--- config.mk ---
export PLATFORM = sky130hd
export DESIGN_NAME = sc2110_roi_crop_module
export DESIGN_NICKNAME = d
export VERILOG_FILES = /design/src/rtl/sc2110_roi_crop_module.sv
export SDC_FILE = /design/constraint.sdc
export NUM_CORES = 1
export LEC_CHECK = 0
export ABC_CLOCK_PERIOD_IN_PS = 7100
export CAP_MARGIN = 20
export CORE_ASPECT_RATIO = 1.5
export CORE_MARGIN = 2
export CORE_UTILIZATION = 52
export CTS_CLUSTER_SIZE = 8
export DETAILED_ROUTE_END_ITERATION = 10
export PLACE_DENSITY_LB_ADDON = 0.2
export RECOVER_POWER = 100
export SLEW_MARGIN = 30
export SYNTH_ARGS = -nofsm -noshare
export SYNTH_HDL_FRONTEND = slang
export SYNTH_SLANG_ARGS = --single-unit
--- constraint.sdc ---
create_clock -name i_clk -period 7.1 [get_ports i_clk]
set_clock_uncertainty 0.2 [all_clocks]
set_input_delay 1.42 -clock i_clk [delete_from_list [all_inputs] [get_ports i_clk]]
set_output_delay 1.42 -clock i_clk [all_outputs]
set_load 0.005 [all_outputs]
--- src/rtl/sc2110_roi_crop_module.sv ---
// Crop of the SC2110 pixel stream to a fixed rectangular region, with frame start/done pulses.
// Define SC2110_ROI_STATS_EN to build the line-width / frame-height / geometry-error measurement.
module sc2110_roi_crop_module #(
   parameter int DW      = 12,
   parameter int CNT_W   = 12,
   parameter int H_START = 0,
   parameter int H_SIZE  = 1920,
   parameter int V_START = 0,
   parameter int V_SIZE  = 1080
) (
   input  logic             i_clk,
   input  logic             i_rstn,
   input  logic             i_fvld,
   input  logic             i_lvld,
   input  logic             i_dvld,
   input  logic [DW-1:0]    i_data,
   output logic             o_fvld,
   output logic             o_lvld,
   output logic             o_dvld,
   output logic [DW-1:0]    o_data,
   output logic             o_frame_start,
   output logic             o_frame_done,
   output logic [CNT_W-1:0] o_width,
   output logic [CNT_W-1:0] o_height,
   output logic             o_err
);

   typedef enum logic [1:0] {ST_IDLE, ST_WAIT, ST_FRAME} state_t;

   // Window bounds carry one extra bit so START+SIZE cannot wrap.
   localparam logic [CNT_W:0] HS = (CNT_W+1)'(H_START);
   localparam logic [CNT_W:0] HE = (CNT_W+1)'(H_START + H_SIZE);
   localparam logic [CNT_W:0] VS = (CNT_W+1)'(V_START);
   localparam logic [CNT_W:0] VE = (CNT_W+1)'(V_START + V_SIZE);

   state_t           state_q;
   logic [CNT_W-1:0] x_q, x_d, y_q, y_d, x_cur, y_cur;
   logic             lvld_q;
   logic             start, active, frame_end, beat, line_end, lvld_fall, x_in, y_in;

   always_comb begin
      // ST_WAIT is only entered with i_fvld low, so i_fvld high here is a rising edge.
      start     = (state_q == ST_WAIT) & i_fvld;
      active    = (state_q == ST_FRAME) | start;
      frame_end = (state_q == ST_FRAME) & ~i_fvld;
      beat      = active & i_fvld & i_lvld & i_dvld;
      lvld_fall = lvld_q & ~i_lvld;
      line_end  = (state_q == ST_FRAME) & lvld_fall;
      x_cur     = start ? '0 : x_q;
      y_cur     = start ? '0 : y_q;
      x_in      = ({1'b0, x_cur} >= HS) && ({1'b0, x_cur} < HE);
      y_in      = ({1'b0, y_cur} >= VS) && ({1'b0, y_cur} < VE);
      x_d = x_cur;
      if (beat) begin
         if (x_cur != '1) x_d = x_cur + 1'b1;
      end else if (lvld_fall) begin
         x_d = '0;
      end
      y_d = y_cur;
      if (line_end && (y_cur != '1)) y_d = y_cur + 1'b1;
   end

   always_ff @(posedge i_clk or negedge i_rstn) begin
      if (!i_rstn) begin
         state_q       <= ST_IDLE;
         x_q           <= '0;
         y_q           <= '0;
         lvld_q        <= 1'b0;
         o_fvld        <= 1'b0;
         o_lvld        <= 1'b0;
         o_dvld        <= 1'b0;
         o_data        <= '0;
         o_frame_start <= 1'b0;
         o_frame_done  <= 1'b0;
      end else begin
         case (state_q)
            ST_IDLE:  if (!i_fvld) state_q <= ST_WAIT;
            ST_WAIT:  if (i_fvld)  state_q <= ST_FRAME;
            ST_FRAME: if (!i_fvld) state_q <= ST_WAIT;
            default:  state_q <= ST_IDLE;
         endcase
         x_q           <= x_d;
         y_q           <= y_d;
         lvld_q        <= i_lvld & i_fvld;
         o_fvld        <= active & i_fvld;
         o_lvld        <= active & i_fvld & i_lvld & y_in;
         o_dvld        <= beat & x_in & y_in;
         if (beat) o_data <= i_data;
         o_frame_start <= start;
         o_frame_done  <= frame_end;
      end
   end

`ifdef SC2110_ROI_STATS_EN
   logic [CNT_W-1:0] first_w_q, first_w_d, last_w_q, last_w_d;
   logic             have_q, have_d, err_q, err_d;

   always_comb begin
      first_w_d = first_w_q;
      last_w_d  = last_w_q;
      have_d    = have_q;
      err_d     = err_q;
      if (start) begin
         have_d   = 1'b0;
         err_d    = 1'b0;
         last_w_d = '0;
      end
      // Every complete line is compared against the first complete line of the frame.
      if (line_end) begin
         last_w_d = x_q;
         if (!have_q) begin
            have_d    = 1'b1;
            first_w_d = x_q;
         end else if (x_q != first_w_q) begin
            err_d = 1'b1;
         end
      end
   end

   always_ff @(posedge i_clk or negedge i_rstn) begin
      if (!i_rstn) begin
         first_w_q <= '0;
         last_w_q  <= '0;
         have_q    <= 1'b0;
         err_q     <= 1'b0;
         o_width   <= '0;
         o_height  <= '0;
         o_err     <= 1'b0;
      end else begin
         first_w_q <= first_w_d;
         last_w_q  <= last_w_d;
         have_q    <= have_d;
         err_q     <= err_d;
         if (frame_end) begin
            o_width  <= last_w_d;
            o_height <= y_d;
            o_err    <= err_d;
         end
      end
   end
`else
   assign o_width  = '0;
   assign o_height = '0;
   assign o_err    = 1'b0;
`endif

endmodule

==> metrics.txt, run 1 <==
CP max stage cell nor4_1; Clock transition at path regs 0.08 ns; Avg WL per Cell 14.8 microns; critical path data required time 7.12 ns; 1st-iter DRT viols 28; starting density of the core 54.3%; dpl cells 285; Synth area leaders dfrtp_1, buf_4, mux2_2, mux2i_1, nand2_1; largest net degree at the start of global routing 45; post-synthesis cell type count 51; share of layout cells above drive strength 1 9.31%; Synth Cell Area 2300 sq um; peak supply drop 0.000176 V; Ant. Diodes 0; Largest stage delay, worst path 1.03 ns; outcome finished with violations; slew at the pin closest to its max-slew limit 2.27 ns; Hold Vio Cnt, Final 0; Tcrit/Tclk final 62.9%; drt drc 0; Clock Path Buffers 2; critical path class in2reg; Overflow after GRT 0; Fillers 359; crit path time final 4.47 ns; Synth area leader dfrtp_1; Slew headroom -51.3%; hold buffers post-CTS 0; final setup vio count 0; first-pass GRT wire length 7490 microns; Cells after Synth 216; crit path max fanout 19; Hold/Removal Path Class reg2reg; RSZ-0062 raised after global routing false; top cell type's share of synthesized area 47.8%; total clock sinks 44; sequential-to-total area share from yosys stat 47.8%; delay-heaviest family, CP simple AND/OR/NAND/NOR gates; Via Count 1680; htree depth 2; CTS buffer count 5; EDFF count, synth 0; Antenna Nets Post-Route 0; die height 85.5 microns; post-CTS setup repair buffer count 0; clk root buf clkbuf_8; # port buffers 33; gpl congestion 0.798; clk_lat worst skew 0.31 ns; crit path DAT 4.49 ns; max cap viols 1; DP Wirelength 3110 microns; top cells by count, synth dfrtp_1, buf_4, nand2_1, mux2_2, nand3_1; IO Pins 59; Seq cells post-synth 44; Post-Route Setup TNS 0 ns; critical path, cell by cell dlygate4sd3_1 -> nand3b_1 -> inv_1 -> nor4_1 -> o311ai_0 -> a21oi_1; top-count cell post-synth dfrtp_1; failing checks capacitance limit, slew limit; via/cell ratio 5.73; initial antenna violation count 0; Hold Slack 0.302 ns; TritonCTS clock tree yes; Final Net Count 264; startpoint types primary input; P per Cell Area 226 nW/um^2; row cnt 29; Lkg Pwr 1.13 nW; Area Overhead vs Synth 14.1%; endpoint type of the worst setup path flop; Yosys Warn Count 0; Mapped Avg Cell Area 10.7 sq um; worst path bufs/invs 2; vias in the first global route 1613; Async SR Flop Fraction 100%; drt first pass iters 4; Max Clk Rate 224 MHz; Post-CTS Resized 0; Routed WL 4350 microns; max-slew violation count 45; prevailing post-synth register cell dfrtp_1; Final Non-Filler Cells 293; total die area 4990 sq um; core footprint 4250 sq um; GRT Util Overall 19.7%; Die Width 58.3 microns
==> path summary, 6_finish.rpt <==
path,slack [ns],startpoint,end,depth (start not counted)
setup reg to reg,3.89,state_q[1]$_DFFE_PN0P_,x_q[5]$_DFF_PN0_,5
max in group asynchronous,3.82,i_rstn,x_q[1]$_DFF_PN0_,1
hold / removal,0.30,o_data[6]$_DFFE_PN0P_,o_data[6]$_DFFE_PN0P_,1
setup / recovery,2.63,i_fvld,x_q[5]$_DFF_PN0_,6
hold reg to reg,0.30,o_data[6]$_DFFE_PN0P_,o_data[6]$_DFFE_PN0P_,1
min in group asynchronous,1.58,i_rstn,y_q[5]$_DFF_PN0_,1
==> kinds of logic (layout without fill, tap and decap cells) <==
kind of cell	after synthesis	after routing	share of synthesized area [%]
AOI/OAI and AO/OA	34	34	10.3
xor gates and xnor gates	3	3	1.14
adders and majority gates	1	1	0.543
buffers and inverters	37	44	10.7
DFF	44	44	47.8
muxes	19	19	8.96
other	1	25	0.163
and+or+nand+nor	77	77	20.4
==> layout make-up <==
class	instances	area, sq um	share of cell area [%]
inverter	3	11.3	0.428
tap	46	57.6	2.19
timing repair buffer	33	324	12.3
clock buffer	6	72.6	2.76
multi-input combinational	159	1030	39.1
sequential	44	1100	41.9
clock inverter	2	35.0	1.33
==> cells in the final DEF (no fill, tap or decap), drive strengths merged, types with 2 or more instances in the layout <==
| cell | instances |
|---|---|
| nand4b | 2 |
| clkdlybuf4s50 | 14 |
| a211oi | 2 |
| inv | 3 |
| nand2b | 3 |
| nor3 | 6 |
| a2bb2oi | 2 |
| o211ai | 3 |
| xor2 | 2 |
| clkbuf | 7 |
| o31ai | 4 |
| a311oi | 2 |
| a21oi | 6 |
| dfrtp | 44 |
| nor4 | 6 |
| mux2 | 13 |
| nor2 | 5 |
| or3 | 2 |
| and2 | 7 |
| and3 | 6 |
| nor3b | 2 |
| o21ai | 5 |
| nand3 | 9 |
| a31oi | 3 |
| or4 | 2 |
| mux2i | 6 |
| or2 | 2 |
| nand4 | 5 |
| dlygate4sd3 | 18 |
| nand2 | 16 |
| conb | 25 |
==> flip-flops by register name, indices dropped and copies added, names as in the netlist, 2 cells and up <==
signal	cells
x_q	12
y_q	12
o_data	12
state_q	2
==> routing by layer <==
layer  track usage (%)  share of wire, %
met4              8.46               1.8
met2              32.8                52
met5                 0                 0
met3              4.83               5.9
met1              23.7                40
==> per-stage QoR <==
stage / utilization, % / cell area, sq um / setup WS, ns / power [W]
2_1_floorplan: - / 2390 / 3.65 / 0.000357
3_3_place_gp: 59.9 / 2540 / 2.90 / 0.000420
3_5_place_dp: 59.9 / 2540 / 2.78 / 0.000422
4_1_cts: 62.5 / 2650 / 3.10 / 0.000613
5_1_grt: 61.9 / 2630 / 2.24 / 0.000624
6_report: 61.9 / 2630 / 2.63 / 0.000594
==> where the power goes <==
part	internal (W)	switching (W)	leakage [nW]
clock network	0.000104	0.0000859	0.0552
registers	0.000281	0.0000159	0.583
logic	0.0000663	0.0000402	0.492
No activity file was read; power rests on OpenSTA's default activity.
==> inputs of run 2 (changes only) <==
Settings changed: ABC_CLOCK_PERIOD_IN_PS 7100 to 4650, CORE_UTILIZATION 52 to 49.
Clock period 7.1 ns to 4.65 ns, I/O delays scaled along.
==> run 2 against run 1 <==
Worst setup slack worse by 1.8 ns. The flow still finishes with violations (capacitance limit, slew limit). Critical endpoint is now y_q[4]$_DFF_PN0_. Power up 47%. Final area up 0.90%. Core utilization down 3.5 points. Final cell count up 6.1%. Hold slack worse by 0.0012 ns.
==> metrics.txt, run 2 (synthesis results as in run 1) <==
initial antenna violation count 0; P_int 0.000651 W; area post-placement 2570 sq um; CTS buffer count 5; Avg WL per Cell 13.6 microns; Hold Vio Cnt, Final 0; startpoint types primary input; Comb power frac 18.8%; critical path data required time 4.67 ns; final setup vio count 0; largest net degree at the start of global routing 45; Overflow after GRT 0; Hold/Removal Path Class reg2reg; P per Cell Area 328 nW/um^2; max-slew violation count 45; Via Count 1683; hold buffers post-CTS 0; crit path DAT 3.86 ns; DP Wirelength 3040 microns; reg2reg setup slack 1.60 ns; RSZ-0062 raised after global routing false; Tcrit/Tclk final 82.4%; Antenna Nets Post-Route 0; crit path max fanout 19; gpl congestion 0.796; cell area after layout 2650 sq um; Sw Pwr 0.000219 W; core footprint 4540 sq um; share of layout cells above drive strength 1 9.72%; critical path class in2reg; clk_lat worst skew 0.30 ns; outcome finished with violations; max cap viols 1; clk root buf clkbuf_8; crit path time final 3.83 ns; Ant. Diodes 0; starting density of the core 50.7%; crit path from i_fvld; total die area 5280 sq um; Area Overhead vs Synth 15.2%; slew at the pin closest to its max-slew limit 2.30 ns; clock power share 29.1%; post-CTS setup repair buffer count 0; # port buffers 33; Worst setup endpoint y_q[4]$_DFF_PN0_; die height 88.0 microns; r2r endpoint y_q[4]$_DFF_PN0_; Slew headroom -53.6%; Reg-to-Reg Start state_q[1]$_DFFE_PN0P_; total power 0.000870 W; 1st-iter DRT viols 44; vias in the first global route 1550; Routed WL 4230 microns; Sw Share 25.2%; failing checks capacitance limit, slew limit; Clock Path Buffers 2; commonest non-fill, non-tap cell in the layout dfrtp_1; GRT Util Overall 17.6%; total clock sinks 44; Lkg Pwr 1.12 nW; via/cell ratio 5.41; first-pass GRT wire length 7020 microns; R2R cell count 7; drt drc 0; row cnt 30; endpoint type of the worst setup path flop; Flop pwr share 52.1%; htree depth 2; Die Width 60.0 microns; drt first pass iters 4; Hold Slack 0.301 ns; Post-CTS Resized 0; Clock transition at path regs 0.08 ns; Min-Delay Path Depth 1; TritonCTS clock tree yes; Post-Route Setup TNS 0 ns; largest registers o_data: 12 flops, x_q: 12 flops, y_q: 12 flops; peak supply drop 0.000244 V; IO Pins 59; Max Clk Rate 261 MHz; most frequent cells in the layout dfrtp_1, conb_1, dlygate4sd3_1; Final Net Count 264
## run 2: cell types whose count changed in the layout (fill, tap and decap cells not counted), sizes merged
cell      previous run  this run
clkinvlp             0         1
clkbuf               7         8
bufinv               1         0
clkinv               1         0
## run 2: routing by layer
| layer | vias to the layer above | track usage, % | part of all wire (%) |
|---|---|---|---|
| li1 | 798 | - | - |
| met1 | 822 | 20.8 | 41 |
| met2 | 55 | 30.0 | 52 |
| met5 | - | 0 | 0 |
| met3 | 8 | 3.84 | 4.7 |
| met4 | 0 | 7.88 | 2.1 |
## run 2: worst min-delay path by stage
stage                                        to                  start  slack (ns)
after global routing      o_data[9]$_DFFE_PN0P_  o_data[9]$_DFFE_PN0P_        0.32
after CTS                 o_data[9]$_DFFE_PN0P_  o_data[9]$_DFFE_PN0P_        0.31
final                     o_data[8]$_DFFE_PN0P_  o_data[8]$_DFFE_PN0P_        0.30
after floorplan                x_q[4]$_DFF_PN0_       x_q[4]$_DFF_PN0_        0.27
after detailed placement  o_data[9]$_DFFE_PN0P_  o_data[9]$_DFFE_PN0P_        0.29
after global placement    o_data[2]$_DFFE_PN0P_  o_data[2]$_DFFE_PN0P_        0.29
## run 2: per-stage QoR
stage,worst slack [ns],instances,util [%]
after CTS,1.21,311,58.6
after detailed placement,0.903,303,56.5
final,0.817,311,58.4
after floorplan,1.69,240,-
after global routing,0.572,311,58.4
after global placement,0.970,303,56.4
## run 2: area by class of cell
type | count | area, sq um
Fill cell | 403 | 1890
Sequential cell | 44 | 1100
Multi-Input combinational cell | 159 | 1040
Timing Repair Buffer | 33 | 324
Clock buffer | 7 | 86.3
Tap cell | 64 | 80.1
Inverter | 3 | 11.3
Clock inverter | 1 | 7.51
## run 2: power by group through the flow
stage	logic, W	registers [W]	clock network, W
5_1_grt	0.000179	0.000460	0.000273
3_5_place_dp	0.000182	0.000463	0
4_1_cts	0.000183	0.000456	0.000260
2_1_floorplan	0.0000813	0.000464	0
6_report	0.000164	0.000453	0.000253
3_3_place_gp	0.000180	0.000461	0
## run 2: worst max-delay path: stages
cell and delay, ns:
dlygate4sd3_1 0.64, nand3b_1 0.58, and2_0 0.27, ha_1 0.23
nand2_1 0.10, nor4_1 0.74, o21ai_0 0.20, a21oi_1 0.16
==> inputs of run 3 (changes only) <==
Settings changed: ABC_CLOCK_PERIOD_IN_PS 4650 to 3200, CORE_UTILIZATION 49 to 44.
Clock period 4.65 ns to 3.2 ns, I/O delays scaled along.
==> run 3 against run 2 <==
The run now ends clean. Critical path type unchanged. Highest routed layer unchanged. Critical path depth did not move. Final cell count rose by 3.5%. Sequential power rose by 45%. Core utilization fell by 5.1 points.
==> metrics.txt, run 3 (synthesis results as in run 1) <==
Tcrit/Tclk final 88.9%; CP max stage cell or4_2; post-route core utilization 53.3%; DP Wirelength 3140 microns; vias in the first global route 1659; critical path class in2reg; CTS buffer count 5; total clock sinks 44; Antenna Nets Post-Route 0; peak supply drop 0.000367 V; Hold Vio Cnt, Final 0; critical path data required time 3.19 ns; dpl cells 314; crit path time final 2.84 ns; Flop pwr share 49.5%; drt first pass iters 4; largest registers o_data: 12 flops, x_q: 12 flops, y_q: 12 flops; drt drc 0; Ant. Diodes 0; max-slew violation count 0; outcome finished clean; endpoint type of the worst setup path flop; Avg WL per Cell 13.6 microns; TritonCTS clock tree yes; Final Net Count 271; Clock transition at path regs 0.09 ns; clock power share 32.3%; Slew headroom 28.3%; core footprint 5080 sq um; P per Cell Area 491 nW/um^2; area post-placement 2620 sq um; Post-CTS Resized 0; slew at the pin closest to its max-slew limit 1.08 ns; Hold/Removal Path Class reg2reg; Largest stage delay, worst path 0.72 ns; critical path, cell by cell dlygate4sd3_1 -> nand3b_2 -> and2_0 -> ha_1 -> nand2_1 -> or4_2 -> o211ai_1 -> o21ai_0; crit path max fanout 4; crit path DAT 2.83 ns; 1st-iter DRT viols 43; share of layout cells above drive strength 1 11.8%; Sw Pwr 0.000324 W; GRT Util Overall 16.3%; Comb power frac 18.2%; Fillers 480; clk_lat worst skew 0.30 ns; Sw Share 24.4%; row cnt 32; cell area after layout 2710 sq um; Clock Path Buffers 2; Area Overhead vs Synth 17.6%; Lkg Pwr 1.16 nW; Die Width 63.1 microns; Via Count 1689; startpoint types primary input; # port buffers 33; max cap viols 0; commonest non-fill, non-tap cell in the layout dfrtp_1; Overflow after GRT 0; Routed WL 4380 microns; Post-Route Setup TNS 0 ns; starting density of the core 45.3%; largest net degree at the start of global routing 45; worst path bufs/invs 1; final setup vio count 0; total die area 5840 sq um; most frequent cells in the layout dfrtp_1, conb_1, dlygate4sd3_1; delay-heaviest family, CP simple AND/OR/NAND/NOR gates; first-pass GRT wire length 7510 microns; IO Pins 59; Final Non-Filler Cells 322; P_int 0.00101 W; initial antenna violation count 0; die height 92.6 microns; hold buffers post-CTS 0; post-CTS setup repair buffer count 0; gpl congestion 0.760; htree depth 2; RSZ-0062 raised after global routing false; via/cell ratio 5.25; clk root buf clkbuf_8; Max Clk Rate 352 MHz
==> run 3: cell count changes in the layout (fill, tap and decap cells not counted), sizes merged <==
cell and change:
clkdlybuf4s50 -1, dlygate4sd3 +1, clkinv +1, clkbuf +2
buf +3, bufinv +1
==> run 3: worst paths after layout <==
kind / slack (ns) / from / to / depth (start not counted)
hold / removal: 0.30 / o_data[10]$_DFFE_PN0P_ / o_data[10]$_DFFE_PN0P_ / 1
max in group asynchronous: 1.82 / i_rstn / o_lvld$_DFF_PN0_ / 1
setup / recovery: 0.36 / i_fvld / y_q[8]$_DFF_PN0_ / 8
hold reg to reg: 0.30 / o_data[10]$_DFFE_PN0P_ / o_data[10]$_DFFE_PN0P_ / 1
setup reg to reg: 0.67 / state_q[1]$_DFFE_PN0P_ / y_q[8]$_DFF_PN0_ / 7
min in group asynchronous: 0.32 / i_rstn / x_q[8]$_DFF_PN0_ / 1
==> run 3: routing by layer <==
layer	part of all wire [%]	global-route usage [%]
met1	42	18.3
met2	51	29.3
met3	4.0	3.16
met4	2.2	7.78
met5	0	0
==> run 3: area by class of cell <==
class	instances	area, sq um	area share [%]
clock buffer	5	68.8	2.54
sequential	44	1100	40.6
clock inverter	3	42.5	1.57
multi-input combinational	159	1040	38.3
timing repair buffer	40	363	13.4
inverter	3	11.3	0.416
tap	68	85.1	3.14
==> run 3: power groups by stage <==
stage | Combinational (W) | Sequential (W) | Clock, W
3_5_place_dp | 0.000271 | 0.000672 | 0
4_1_cts | 0.000273 | 0.000662 | 0.000440
2_1_floorplan | 0.000118 | 0.000674 | 0
3_3_place_gp | 0.000269 | 0.000669 | 0
6_report | 0.000243 | 0.000658 | 0.000429
5_1_grt | 0.000267 | 0.000669 | 0.000460
==> run 3: metrics by stage <==
| step | total power (W) | hold WS [ns] | setup slack (ns) |
|---|---|---|---|
| 3_5_place_dp | 0.000943 | 0.295 | 0.184 |
| 3_3_place_gp | 0.000938 | 0.289 | 0.224 |
| 5_1_grt | 0.00140 | 0.328 | 0.234 |
| 2_1_floorplan | 0.000792 | 0.144 | 0.534 |
| 6_report | 0.00133 | 0.303 | 0.356 |
| 4_1_cts | 0.00137 | 0.150 | 0.514 |
